**src/rtl/fsm_pkg.sv**
```systemverilog
// Shared types for the sequence generator: FSM states, pattern modes and
// the Gray-code helper used when advancing the Gray sequence.
package fsm_pkg;

    typedef enum logic [1:0] {
        IDLE  = 2'd0,
        RUN   = 2'd1,
        PAUSE = 2'd2
    } state_t;

    localparam logic [1:0] MODE_TOGGLE = 2'd0;
    localparam logic [1:0] MODE_WALK   = 2'd1;
    localparam logic [1:0] MODE_BIN    = 2'd2;
    localparam logic [1:0] MODE_GRAY   = 2'd3;

    // Fixed 32-bit width so callers of any WIDTH up to 32 can share it.
    function automatic logic [31:0] bin2gray(input logic [31:0] b);
        return b ^ (b >> 1);
    endfunction

endpackage

```
**src/rtl/fsm_dwell_cnt.sv**
```systemverilog
// Dwell counter: counts run cycles and strobes step on the last cycle of
// each (dwell+1)-cycle hold, then restarts from zero.
module fsm_dwell_cnt #(
    parameter int DWELL_W = 8
) (
    input  logic               clk,
    input  logic               rst,
    input  logic               clr,
    input  logic               run,
    input  logic [DWELL_W-1:0] dwell,
    output logic               step
);

    logic [DWELL_W-1:0] cnt;

    assign step = run && (cnt == dwell);

    // Counter holds its value whenever run is low, which is what freezes it in PAUSE.
    always_ff @(posedge clk or posedge rst) begin
        if (rst) begin
            cnt <= '0;
        end else if (clr) begin
            cnt <= '0;
        end else if (run) begin
            if (cnt == dwell) begin
                cnt <= '0;
            end else begin
                cnt <= cnt + DWELL_W'(1);
            end
        end
    end

endmodule

```
**src/rtl/fsm_seq_gen.sv**
```systemverilog
// Programmable pattern generator: toggle, walking-one, binary or Gray
// sequences with per-value dwell, start/stop/pause control and config handshake.
module fsm_seq_gen
    import fsm_pkg::*;
#(
    parameter int WIDTH   = 4,
    parameter int DWELL_W = 8
) (
    input  logic               clk,
    input  logic               rst,
    input  logic               cfg_valid,
    output logic               cfg_ready,
    input  logic [1:0]         cfg_mode,
    input  logic [DWELL_W-1:0] cfg_dwell,
    input  logic               start,
    input  logic               stop,
    input  logic               en,
    output logic [WIDTH-1:0]   out,
    output logic               tick,
    output logic               wrap,
    output logic               busy
);

    state_t             state;
    logic [1:0]         mode_q;
    logic [DWELL_W-1:0] dwell_q;
    logic [WIDTH-1:0]   bin;

    logic               cfg_fire;
    logic [1:0]         load_mode;
    logic [WIDTH-1:0]   load_val;
    logic [WIDTH-1:0]   run_start;
    logic [WIDTH-1:0]   bin_next;
    logic [WIDTH-1:0]   pat_next;
    logic               cnt_run;
    logic               cnt_clr;
    logic               step;

    assign cfg_ready = (state == IDLE);
    assign busy      = (state != IDLE);
    assign cfg_fire  = cfg_valid && cfg_ready;
    assign cnt_run   = (state == RUN) && en && !stop;
    assign cnt_clr   = (state == IDLE);

    fsm_dwell_cnt #(
        .DWELL_W (DWELL_W)
    ) u_dwell_cnt (
        .clk   (clk),
        .rst   (rst),
        .clr   (cnt_clr),
        .run   (cnt_run),
        .dwell (dwell_q),
        .step  (step)
    );

    // A config taken on the start edge must already select the start value.
    always_comb begin
        load_mode = cfg_fire ? cfg_mode : mode_q;
        load_val  = (load_mode == MODE_WALK) ? WIDTH'(1) : '0;
        run_start = (mode_q == MODE_WALK) ? WIDTH'(1) : '0;
        bin_next  = bin + WIDTH'(1);
        pat_next  = '0;
        case (mode_q)
            MODE_TOGGLE: pat_next = ~out;
            MODE_WALK:   pat_next = {out[WIDTH-2:0], out[WIDTH-1]};
            MODE_BIN:    pat_next = bin_next;
            default:     pat_next = WIDTH'(bin2gray(32'(bin_next)));
        endcase
    end

    always_ff @(posedge clk or posedge rst) begin
        if (rst) begin
            state   <= IDLE;
            mode_q  <= MODE_TOGGLE;
            dwell_q <= '0;
            out     <= '0;
            bin     <= '0;
            tick    <= 1'b0;
            wrap    <= 1'b0;
        end else begin
            tick <= 1'b0;
            wrap <= 1'b0;
            case (state)
                IDLE: begin
                    if (cfg_fire) begin
                        mode_q  <= cfg_mode;
                        dwell_q <= cfg_dwell;
                    end
                    if (start && !stop) begin
                        state <= RUN;
                        out   <= load_val;
                        bin   <= '0;
                    end else begin
                        out <= '0;
                    end
                end
                RUN: begin
                    if (stop) begin
                        state <= IDLE;
                        out   <= '0;
                    end else if (!en) begin
                        state <= PAUSE;
                    end else if (step) begin
                        out  <= pat_next;
                        bin  <= bin_next;
                        tick <= 1'b1;
                        wrap <= (pat_next == run_start);
                    end
                end
                PAUSE: begin
                    if (stop) begin
                        state <= IDLE;
                        out   <= '0;
                    end else if (en) begin
                        state <= RUN;
                    end
                end
                default: begin
                    state <= IDLE;
                    out   <= '0;
                end
            endcase
        end
    end

endmodule

```
**config.mk**
```make
export PLATFORM = sky130hd
export DESIGN_NAME = fsm_seq_gen
export DESIGN_NICKNAME = d
export VERILOG_FILES = /design/src/rtl/fsm_pkg.sv /design/src/rtl/fsm_dwell_cnt.sv /design/src/rtl/fsm_seq_gen.sv
export SDC_FILE = /design/constraint.sdc
export NUM_CORES = 1
export LEC_CHECK = 0
export CAP_MARGIN = 20
export CORE_MARGIN = 2
export CORE_UTILIZATION = 25
export DETAILED_ROUTE_END_ITERATION = 7
export HOLD_SLACK_MARGIN = 0.02
export REMOVE_ABC_BUFFERS = 1
export SETUP_SLACK_MARGIN = 0.02
export SLEW_MARGIN = 20
export SYNTH_ARGS = -nofsm -noshare
export SYNTH_HDL_FRONTEND = slang
export SYNTH_SLANG_ARGS = --single-unit
```
**constraint.sdc**
```tcl
create_clock -name clk -period 1.8 [get_ports clk]
set_input_delay 0.36 -clock clk [delete_from_list [all_inputs] [get_ports clk]]
set_output_delay 0.36 -clock clk [all_outputs]
set_load 0.03 [all_outputs]
```
# ---- After elaboration in Yosys (flattened, before gate mapping)
# Index checks and enable logic that the tools add are counted.
dict set report word_totals {
  register_bits 30
  output_inout_bits 8
  latch_bits 0
  ramBits 0
  memories 0
  wordCells 75
  mem_bits_ro 0
  input_bits 16
}
dict set report classes {
  bitwise_logic 2
  div_mod_pow 0
  mul 0
  n_eq_ne 16
  shifts 0
  n_addsub 2
  order_cmp 0
  n_mux 32
  n_reduce_logical 15
}
# op count
set ops {}
lappend ops {{two-way mux 4 bit} 8}
lappend ops {{two-way mux 8 bit} 3}
lappend ops {{case mux 4 bit (3 select lines)} 2}
lappend ops {{two-way mux 2 bit} 6}
lappend ops {{!= test 3 bit (second input constant)} 4}
lappend ops {{two-way mux 1 bit} 11}
lappend ops {{adder 8 x 1 -> 8 bit (second input constant)} 1}
lappend ops {{equality test 8 bit} 1}
lappend ops {{!= test 2 bit (second input constant)} 4}
lappend ops {{case mux 4 bit (2 select lines)} 1}
lappend ops {{equality test 2 x 1 -> 1 bit (second input constant)} 3}
lappend ops {{case mux 2 bit (3 select lines)} 1}
lappend ops {{AND reduction 3 bit} 2}
lappend ops {{nonzero test 2 bit} 3}
lappend ops {{logical AND 1 bit} 5}
lappend ops {{AND reduction 5 bit} 1}
lappend ops {{adder 4 x 1 -> 4 bit (second input constant)} 1}
lappend ops {{equality test 2 bit (second input constant)} 2}
lappend ops {{equality test 4 x 1 -> 1 bit} 1}
lappend ops {{logical NOT 2 bit} 2}
lappend ops {{NOT 4 bit} 1}
lappend ops {{XOR 4 x 3 -> 4 bit} 1}
lappend ops {{!= test 2 x 1 -> 1 bit (second input constant)} 1}
lappend ops {{AND reduction 2 bit} 1}
lappend ops {{logical NOT 1 bit} 1}

# ---- Logic depth before layout (Yosys ltp)
dict set report logic_depth {
  word_depth 8
  ltp_mapped 6
  ltp_nobuf 6
}

# ---- Cells and area by module
# From an unflattened synthesis, not the netlist that was laid out.
dict set report hier_totals {
  hier_cells 156
  hier_area_um2 1647.8
}
# mod instances area_each_um2 cells_each seq_area_each_um2
set modules_own_cells {}
lappend modules_own_cells {fsm_seq_gen 1 1146.1 106 550.5}
lappend modules_own_cells {fsm_dwell_cnt 1 501.7 50 200.2}

# ---- Worst setup path after synthesis
# OpenSTA, ideal clock, no wires.
dict set report synth_path {
  path_kind {flip-flop to flip-flop}
  startpoint {register state[0]}
  endpoint {register bin[1]}
  path_stages_with_launch 5
  setup_slack_ns 0.052
  arrival_time_ns 1.620
  required_ns 1.673
  period_less_slack_ns 1.748
  n_path_buf 0
  setup_time_ns 0.127
  path_cell_list {dfrtp_1 nor2_1 nand3b_1 nand2_1 mux2_1}
}
dict set report synth_between {
  word_cells_on_any_way 12
  classes_between {5 x eq/ne; 1 x mux; 6 x reduce/logical}
}
# element line_no
set synth_rtl {}
lappend synth_rtl {{start: declaration} fsm_seq_gen.sv:24} ;# state_t state;
lappend synth_rtl {{start signal: assignment} fsm_seq_gen.sv:73} ;# state <= IDLE;
lappend synth_rtl {{start signal: assignment} fsm_seq_gen.sv:90} ;# state <= RUN;
lappend synth_rtl {{start signal: assignment} fsm_seq_gen.sv:99} ;# state <= IDLE;
lappend synth_rtl {{logical NOT 2 bit *} --}
lappend synth_rtl {{via cfg_ready} fsm_seq_gen.sv:12} ;# output logic cfg_ready,
lappend synth_rtl {{!= test 2 x 1 -> 1 bit (no source line) / nonzero test 2 bit (equally long branches)} --}
lappend synth_rtl {{AND reduction 5 bit (no source line)} --}
lappend synth_rtl {{end signal: assignment} fsm_seq_gen.sv:105} ;# bin <= bin_next;
lappend synth_rtl {{end: declaration} fsm_seq_gen.sv:27} ;# logic [WIDTH-1:0] bin;
# The timed path passes the listed nets; every way through them passes the cells marked *.
# A chain may end at the register's enable or synchronous reset.

# ---- Final worst setup path
dict set report layout_path {
  startpoint {register u_dwell_cnt.cnt[4]}
  endpoint {register bin[1]}
}
dict set report layout_between {
  elab_chain_cells 4
}
# element line_no
set layout_rtl {}
lappend layout_rtl {{start: declaration} fsm_dwell_cnt.sv:14} ;# logic [DWELL_W-1:0] cnt;
lappend layout_rtl {{start signal: assignment} fsm_dwell_cnt.sv:28} ;# cnt <= cnt + DWELL_W'(1);
lappend layout_rtl {{equality test 8 bit} fsm_dwell_cnt.sv:16} ;# assign step = run && (cnt == dwell);
lappend layout_rtl {{logical AND 1 bit} fsm_dwell_cnt.sv:16}
lappend layout_rtl {{!= test 2 bit (no source line)} --}
lappend layout_rtl {{AND reduction 5 bit (no source line)} --}
# No other way between the ends.

==> impl_metrics.tcl <==
set metrics [dict create \
    synth_area_leader_cell "dfrtp_1" \
    p_per_area_nw_per_um2 858 \
    drt_pass1_iterations 4 \
    yosysMostFrequentCell "dfrtp_1" \
    cts.sinks 30 \
    dp_hpwl_um 2650 \
    critical_path_arrival_ns 1.89 \
    syn_inst 158 \
    layout.cells.non_filler 287 \
    crit-reg2reg-launch "u_dwell_cnt.cnt[4]" \
    ir_drop_uv 419 \
    start_kind "flop" \
    drc_errors 0 \
    grt_pass1_wl_um 5920 \
    synthArstFlopShare_pct 100 \
    r2r_slack_ns 0.08 \
    hold_ws_ns 0.454 \
    finalSetupViolations 0 \
    antennaDiodeCount 0 \
    grtUsageMet2_pct 18.1 \
    antenna_found_initial 0 \
    drt-initial-drc-count 32 \
    area_growth_pct 41.1 \
    dieArea_sq_um 7250 \
    clock_latency_ns 0.29 \
    crit_chain "xor2_2, nor4_4, buf_4, nand3_4, nand2_1, mux2_1" \
    p_leak_nw 1.10 \
    slowest_delay_ns 0.45 \
    antenna_left 0 \
    die_y_um 85.1 \
    initial_core_util_pct 25.9 \
    ios 24 \
    grt_max_degree 31 \
    status "completed" \
    cts_tree "built" \
    critPathTopFamily "simple AND/OR/NAND/NOR gates" \
    wl_per_cell_um 12.8 \
    clockRootBuffer "clkbuf_8" \
    fin_crit_ns 1.72 \
    port_buffers 23 \
    ys.flop_type "dfrtp_1" \
    stdcell_area_sq_um 2320 \
    grtUsageMet3_pct 3.02 \
    r2r_cells 6 \
    max_freq_ghz 0.582 \
    pre_cts_slack_ns -0.157 \
    fin_crit_sh_pct 95.4 \
    relSlewSlack_pct 74.0 \
    slew_viol_final 0 \
    fp.coreArea_sq_um 6350 \
    hp-class "in2async" \
    path_max_fanout 7 \
    htree_levels 2 \
    postPlaceCellArea_sq_um 2100 \
    dp_cells 272 \
    grtUsageTotal_pct 10.3 \
    grt-ovfl-total 0 \
    ys_seq_elements 30 \
    synth_enable_flop_cells 0 \
    rsz0062_at_grt "no" \
    clock_skew_ns 0.0121 \
    critPathCaptureType "flop" \
    path_class "reg2reg" \
    cp_slowest_cell "dfrtp_2" \
    ff_latch_area_sq_um 752 \
    post-route-worst-setup-slack_ns 0.0822 \
    clk_pin_slew_ns 0.07 \
    yosys.cell_types.count 39 \
    netlist_area_sq_um 1650 \
    r2r_end "bin[1]" \
    gp_congestion 0.768 \
    use_met1_pct 12.2 \
    multiInputGateArea_sq_um 881 \
    worstMarginPinSlew_ns 0.389 \
    wirelength_um 3670 \
    ys_warn_count 0 \
    routed_via_density 4.65 \
    tns_ns 0 \
    die_w_um 85.1 \
    fp-row-count 29 \
    cts_buffers 5 \
    syn_avg_cell_area_sq_um 10.4 \
    grt_busiest_layer "met2" \
    synth_top_area_share_pct 45.6 \
    required_ns 1.97 \
    fill_cells 630 \
    fin_nets 227 \
    route.vias.total 1335 \
    clk_path_buf_depth 2 \
    ys_seq_area_share_pct 45.6 \
    maxCapViolCount 0 \
    hold_violations 0 \
    cp_num_buf_inv 1 \
    grt_pass1_vias 1276 \
    synthTopCellsByArea "dfrtp_1, xor2_1, mux2_2" \
    synth_common_cells "dfrtp_1, nand2_1, xor2_1" \
    drive_above_1_share_pct 26.2 \
]
-- worst max path at each step --
stage	from	endpoint	slack [ns]	depth (start not counted)
floorplan	state[0]	out[0]	-0.33	5
global placement	stop	out[0]	-0.1	5
detailed placement	stop	wrap	-0.16	5
CTS	u_dwell_cnt.cnt[2]	wrap	0.03	6
global route	u_dwell_cnt.cnt[4]	bin[1]	0.004	6
finish	u_dwell_cnt.cnt[4]	bin[1]	0.08	6
-- kinds of logic (layout without fill, tap and decap cells) --
| logic type | Yosys count | after routing | synth area share [%] |
|---|---|---|---|
| and+or+nand+nor | 57 | 58 | 21.6 |
| AOI/OAI and AO/OA | 31 | 31 | 11.8 |
| DFF | 30 | 30 | 45.6 |
| xor gates and xnor gates | 16 | 16 | 8.52 |
| muxes | 12 | 12 | 8.14 |
| buffers and inverters | 10 | 61 | 2.81 |
| adders and majority gates | 2 | 2 | 1.52 |
-- report_power, final --
part           switching [mW]  leakage [nW]  internal (mW)
Combinational           0.177         0.631          0.177
Clock                   0.274        0.0714          0.591
Sequential             0.0509         0.393          0.722
Total                   0.501          1.10           1.49
-- state kept, by name, summed over array words and instances, names as in the netlist --
name             flops
state                2
bin                  4
dwell_q              8
wrap                 1
tick                 1
u_dwell_cnt.cnt      8
mode_q               2
out                  4
-- tightest hold or removal path: stages --
cell             delay [ns]
clkdlybuf4s50_1        0.40
inv_1                  0.05
buf_4                  0.35
-- layout make-up --
| type | instances | share of cell area [%] |
|---|---|---|
| timing repair buffer | 47 | 18.4 |
| clock buffer | 6 | 3.56 |
| multi-input combinational | 119 | 38.0 |
| sequential | 30 | 32.4 |
| clock inverter | 2 | 2.59 |
| tap | 77 | 4.15 |
| inverter | 6 | 0.970 |
-- routing by layer --
metal	up-vias	wire length, um
met5	-	0
met4	0	27
met3	4	121
met2	20	1900
met1	653	1620
li1	658	-
-- through the flow --
| step | util [%] | total power [mW] |
|---|---|---|
| 2_1_floorplan | - | 0.988 |
| 5_1_grt | 36.6 | 2.08 |
| 6_report | 36.6 | 1.99 |
| 3_3_place_gp | 33.0 | 1.12 |
| 4_1_cts | 35.4 | 1.99 |
| 3_5_place_dp | 33.0 | 1.13 |
-- placed cells by master (no fill, tap or decap), types with 5 or more instances in the layout --
cell	n
clkbuf_8	6
clkdlybuf4s50_1	18
a21oi_1	6
o21ai_0	6
dfrtp_1	29
nor2b_1	6
xor2_1	13
nand3_1	7
inv_1	5
nor2_1	9
nand2_1	14
mux2_2	9
buf_4	23
-- what timing repair did --
| item | in CTS | in global routing |
|---|---|---|
| hold buffers | 0 | 0 |
| gates cloned | 0 | 1 |
| pin swaps | 1 | 6 |
| setup endpoints to repair | 5 | 8 |
| gates resized for setup | 2 | 7 |
| setup buffers | 1 | 5 |
No activity file was read; power rests on OpenSTA's default activity.
